**src/rtl/uart_rx_pkg.sv**
```systemverilog
// uart_rx_pkg: shared receiver FSM state encoding and timing helper
package uart_rx_pkg;

    typedef enum logic [2:0] {
        s_IDLE,
        s_RX_START_BIT,
        s_RX_DATA_BITS,
        s_RX_STOP_BIT,
        s_CLEANUP
    } state_t;

    function automatic int half_bit(input int clks);
        return (clks - 1) / 2;
    endfunction

endpackage

```
**src/rtl/uart_rx_sync.sv**
```systemverilog
// uart_rx_sync: two-flop synchronizer for the asynchronous serial line, idles high
module uart_rx_sync (
    input  logic clk,
    input  logic rst,
    input  logic d,
    output logic q
);

    logic m;

    // shift the line through two flops; reset to the idle level so no false start
    always_ff @(posedge clk)
        if (rst) {m, q} <= 2'b11;
        else     {m, q} <= {d, m};

endmodule

```
**src/rtl/uart_rx.sv**
```systemverilog
// uart_rx: 8N1 serial receiver with mid-bit sampling and stop-bit framing check
module uart_rx
    import uart_rx_pkg::*;
#(
    parameter int CLKS_PER_BIT = 87
) (
    input  logic       i_Clk,
    input  logic       i_Rst,
    input  logic       i_Rx_Serial,
    output logic       o_Rx_DV,
    output logic [7:0] o_Rx_Byte,
    output logic       o_Rx_Frame_Err
);

    localparam int CW = $clog2(CLKS_PER_BIT);
    localparam logic [CW-1:0] H    = CW'(half_bit(CLKS_PER_BIT));
    localparam logic [CW-1:0] LAST = CW'(CLKS_PER_BIT - 1);

    state_t        state, state_n;
    logic [CW-1:0] cnt, cnt_n;
    logic [2:0]    idx, idx_n;
    logic [7:0]    shift;
    logic          rx_s, tick, sample, stop_ok, stop_bad;

    uart_rx_sync u_sync (
        .clk (i_Clk),
        .rst (i_Rst),
        .d   (i_Rx_Serial),
        .q   (rx_s)
    );

    // state, counters, shift register and registered output pulses
    always_ff @(posedge i_Clk)
        if (i_Rst) begin
            state          <= s_IDLE;
            cnt            <= '0;
            idx            <= '0;
            shift          <= 8'h00;
            o_Rx_DV        <= 1'b0;
            o_Rx_Byte      <= 8'h00;
            o_Rx_Frame_Err <= 1'b0;
        end else begin
            state          <= state_n;
            cnt            <= cnt_n;
            idx            <= idx_n;
            if (sample) shift[idx] <= rx_s;
            if (stop_ok) o_Rx_Byte <= shift;
            o_Rx_DV        <= stop_ok;
            o_Rx_Frame_Err <= stop_bad;
        end

    // next state; a start bit that is high at its midpoint is a glitch
    always_comb begin
        state_n = s_IDLE;
        case (state)
            s_IDLE:         state_n = rx_s ? s_IDLE : s_RX_START_BIT;
            s_RX_START_BIT: state_n = (cnt != H) ? s_RX_START_BIT : (rx_s ? s_IDLE : s_RX_DATA_BITS);
            s_RX_DATA_BITS: state_n = (tick && idx == 3'd7) ? s_RX_STOP_BIT : s_RX_DATA_BITS;
            s_RX_STOP_BIT:  state_n = tick ? s_CLEANUP : s_RX_STOP_BIT;
            s_CLEANUP:      state_n = rx_s ? s_IDLE : s_CLEANUP;
            default:        state_n = s_IDLE;
        endcase
    end

    // counter, bit index and sample strobes derived from the current state
    always_comb begin
        tick     = cnt == LAST;
        sample   = state == s_RX_DATA_BITS && tick;
        stop_ok  = state == s_RX_STOP_BIT && tick && rx_s;
        stop_bad = state == s_RX_STOP_BIT && tick && !rx_s;
        cnt_n    = ((state == s_RX_START_BIT && cnt != H) ||
                    ((state == s_RX_DATA_BITS || state == s_RX_STOP_BIT) && !tick)) ? cnt + 1'b1 : '0;
        idx_n    = sample ? idx + 3'd1 : (state == s_RX_DATA_BITS ? idx : 3'd0);
    end

endmodule

```
**config.mk**
```make
export PLATFORM = sky130hd
export DESIGN_NAME = uart_rx
export DESIGN_NICKNAME = d
export VERILOG_FILES = /design/src/rtl/uart_rx_pkg.sv /design/src/rtl/uart_rx_sync.sv /design/src/rtl/uart_rx.sv
export SDC_FILE = /design/constraint.sdc
export NUM_CORES = 1
export LEC_CHECK = 0
export ABC_AREA = 0
export BUFFER_PORTS_ARGS = -buffer_cell sky130_fd_sc_hd__buf_2
export CORE_ASPECT_RATIO = 0.9
export CORE_UTILIZATION = 50
export CTS_BUF_LIST = sky130_fd_sc_hd__clkbuf_8
export DETAILED_ROUTE_END_ITERATION = 12
export PLACE_DENSITY_LB_ADDON = 0.05
export SLEW_MARGIN = 20
export SYNTH_ARGS = -nofsm -noshare
export SYNTH_HDL_FRONTEND = slang
export SYNTH_HIERARCHICAL = 1
export SYNTH_SLANG_ARGS = --single-unit
export TNS_END_PERCENT = 20
```
**constraint.sdc**
```tcl
create_clock -name i_Clk -period 2 [get_ports i_Clk]
set_input_delay 0.2 -clock i_Clk [delete_from_list [all_inputs] [get_ports i_Clk]]
set_output_delay 0.2 -clock i_Clk [all_outputs]
set_load 0.005 [all_outputs]
```
==> results.yml <==
run_status:
  run_status: "complete, but fails checks"
  failed_checks: "design-rule violations"
sta:
  final_min_period_over_clock_period_pct: 91.5
  setup_total_negative_slack_ns: 0
  finalCriticalPeriod_ns: 1.83
  clock-skew-final_ns: 0.00229
  max_clock_freq_mhz: 546
  relSlewSlack_pct: 60.7
  final_hold_viol_count: 0
  setup_violation_total_in_the_final_timing_report: 0
  tightestPinTransition_ns: 0.582
  grt_setup_unrepaired: "false"
  finalMaxSlewViolations: 0
floorplanning:
  num_io_pins: 13
  core_um2: 2570
  effective_utilization_at_floorplan_pct: 54.9
  die_h_um: 52.4
  chipWidth_um: 58.1
  dieArea_um2: 3040
  num_rows: 17
pwr:
  cellPowerDensity_nw_per_um2: 750
  worst_supply_voltage_drop_on_vdd_mv: 0.513
  power_leakage_nw: 0.643
synthesis:
  synth_area_leaders: "sky130_fd_sc_hd__dfxtp_1 (47%), sky130_fd_sc_hd__mux2i_1 (6.4%), sky130_fd_sc_hd__nand3b_1 (4.8%)"
  synth_warn: 6
  netlist-cell-type-count: 35
  postSynth.asyncResetShare_pct: 0
  postSynthAreaPerCell_um2: 9.82
  postSynthNetCount: 151
  synth_top_cell_area_share_pct: 46.7
  synth_edf_count: 0
  ys.flop_type: "sky130_fd_sc_hd__dfxtp_1"
  post_synth_instance_area_um2: 1410
  post_synth_inst_count: 144
  sequential_to_total_area_share_from_yosys_stat_pct: 46.7
  postSynthRegisterBits: 33
  synthDominantAreaCellType: "sky130_fd_sc_hd__dfxtp_1"
clock_network:
  h-tree-depth: 2
  clock_latency_ns: 0.28
  cts_made_buffers: 5
  cts.sink_count: 33
  ctsRootBufferMaster: "sky130_fd_sc_hd__clkbuf_8"
  post_cts_repair_setup_buffers: 0
  cts_hold_buf: 0
  cts_tree: "built"
  worst_setup_hold_path_clk_slew_ns: 0.06
  post_cts_resize_count: 0
  cts.path.max_buffers: 2
run:
  timing.max_cap.violations: 0
critical_path:
  critical_path_required_ns: 2.18
  critPathArrivalTime_ns: 2.01
  crit_fanout: 8
  kind_of_critical_path: "flop to flop"
  sort_of_element_at_the_start_of_the_critical_path: "flop"
  crit_path_end_kind: "flop"
layout:
  num-nets-final: 163
  fraction_of_final_layout_cells_with_drive_strength_greater_than_1_pct: 14.7
  mostFrequentLayoutCells: "sky130_fd_sc_hd__dfxtp_1 (33), sky130_fd_sc_hd__nor2_1 (16), sky130_fd_sc_hd__buf_2 (12)"
  layout.cells.most_common: "sky130_fd_sc_hd__dfxtp_1"
  layout.core_utilization_pct: 61.1
  insertedDiodeCount: 0
  syn2layout_area_growth_pct: 11.2
  final_std_cells_w_o_fill: 194
  filler_cell_count: 217
hold_path:
  hp-class: "input port to flop"
detailed_routing:
  drt_iter0_markers: 29
  firstDrtPassIters: 8
  viasPerCell: 5.36
  total_routed_wirelength_um: 2510
  route.detailed.drc: 1
  antenna_violating_nets_post_route: 0
  vias: 1040
  route.detailed.wl_per_inst_um: 13.0
global_route:
  maximum_number_of_pins_on_one_net_before_global_route_repair: 26
  grt_pass1_vias: 901
  track_usage_pct: 18.9
  initial_antenna_violation_count: 0
  globalRouteOverflowTotal: 0
  grt_pass1_wl_um: 4090
placed_design:
  hpwl_um: 1820
  numPortBuffers: 12
  place.gp.congestion: 0.789
  dp_cells: 187
-- cell type report --
class,instances,area (µm²),area share [%]
Sequential cell,33,661,42.0
Tap cell,38,47.5,3.03
Clock buffer,6,82.6,5.25
Clock inverter,1,3.75,0.239
Inverter,1,3.75,0.239
Multi-Input combinational cell,103,713,45.4
Timing Repair Buffer,12,60.1,3.82
-- stage by stage --
stage	power (mW)	worst slack [ns]	instance area [µm²]	hold slack, ns
2_1_floorplan	0.699	0.298	1410	0.297
3_3_place_gp	0.706	0.293	1490	0.380
3_5_place_dp	0.706	0.184	1490	0.383
4_1_cts	1.19	0.172	1570	0.0902
5_1_grt	1.23	0.0568	1570	0.113
6_report	1.18	0.169	1570	0.0986
-- state kept, by name, indices dropped and copies added (netlist names) --
signal          cells
o_Rx_Byte           8
shift               8
cnt                 7
idx                 3
state               3
o_Rx_DV             1
o_Rx_Frame_Err      1
u_sync/m            1
u_sync/q            1
-- routing by layer --
layer / routed length (µm) / global-route usage, % / vias up
met3: 98 / 5.93 / 4
met4: 46 / 10.7 / 0
met1: 1280 / 24.1 / 491
met5: 0 / 0 / -
li1: - / - / 527
met2: 1090 / 28.2 / 18
-- power breakdown --
part	internal (mW)	leakage (nW)	switching [mW]	total (mW)
registers	0.661	0.266	0.00555	0.667
logic	0.0111	0.328	0.0143	0.0255
clock network	0.267	0.0485	0.219	0.486
total	0.940	0.643	0.239	1.18
-- logic make-up after synthesis --
| group | synth area share [%] |
|---|---|
| AO/OA/AOI/OAI | 8.23 |
| XOR/XNOR | 3.72 |
| buffers and inverters | 2.83 |
| adder cells (fa/ha/maj) | 3.54 |
| AND/OR/NAND/NOR | 28.6 |
| multiplexers | 6.37 |
| flip-flops | 46.7 |
-- final timing paths --
check                       from             endpoint  slack [ns]  cells past startpoint
max            cnt[0]$_SDFF_PP0_  state[0]$_SDFF_PP0_        0.17                      6
max reg2reg    cnt[0]$_SDFF_PP0_  state[0]$_SDFF_PP0_        0.17                      6
min reg2reg  u_sync/m$_SDFF_PP1_  u_sync/q$_SDFF_PP1_        0.41                      1
min                  i_Rx_Serial  u_sync/m$_SDFF_PP1_         0.1                      2
-- critical path, stage by stage (launching register included) --
cell and delay, ns:
sky130_fd_sc_hd__dfxtp_1 0.33, sky130_fd_sc_hd__inv_1 0.07, sky130_fd_sc_hd__ha_1 0.14, sky130_fd_sc_hd__and4bb_1 0.35, sky130_fd_sc_hd__and2b_1 0.33, sky130_fd_sc_hd__a311oi_1 0.16, sky130_fd_sc_hd__a2111oi_2 0.34
-- Yosys cell counts (2+ instances only) --
library cell and number:
sky130_fd_sc_hd__clkbuf_1 3, sky130_fd_sc_hd__xnor2_1 4, sky130_fd_sc_hd__mux2i_1 9, sky130_fd_sc_hd__ha_1 4
sky130_fd_sc_hd__nor4bb_1 2, sky130_fd_sc_hd__nor2_1 16, sky130_fd_sc_hd__buf_4 2, sky130_fd_sc_hd__o21ai_0 6
sky130_fd_sc_hd__o21ai_1 2, sky130_fd_sc_hd__dfxtp_1 33, sky130_fd_sc_hd__nand3b_1 9, sky130_fd_sc_hd__nand3_1 11
sky130_fd_sc_hd__or2_1 2, sky130_fd_sc_hd__nor4b_1 2, sky130_fd_sc_hd__and3_1 2, sky130_fd_sc_hd__nand2_1 9
sky130_fd_sc_hd__xor2_1 2, sky130_fd_sc_hd__a21oi_1 4, sky130_fd_sc_hd__buf_2 2, sky130_fd_sc_hd__nand2b_1 5
No activity file was read; power rests on OpenSTA's default activity.
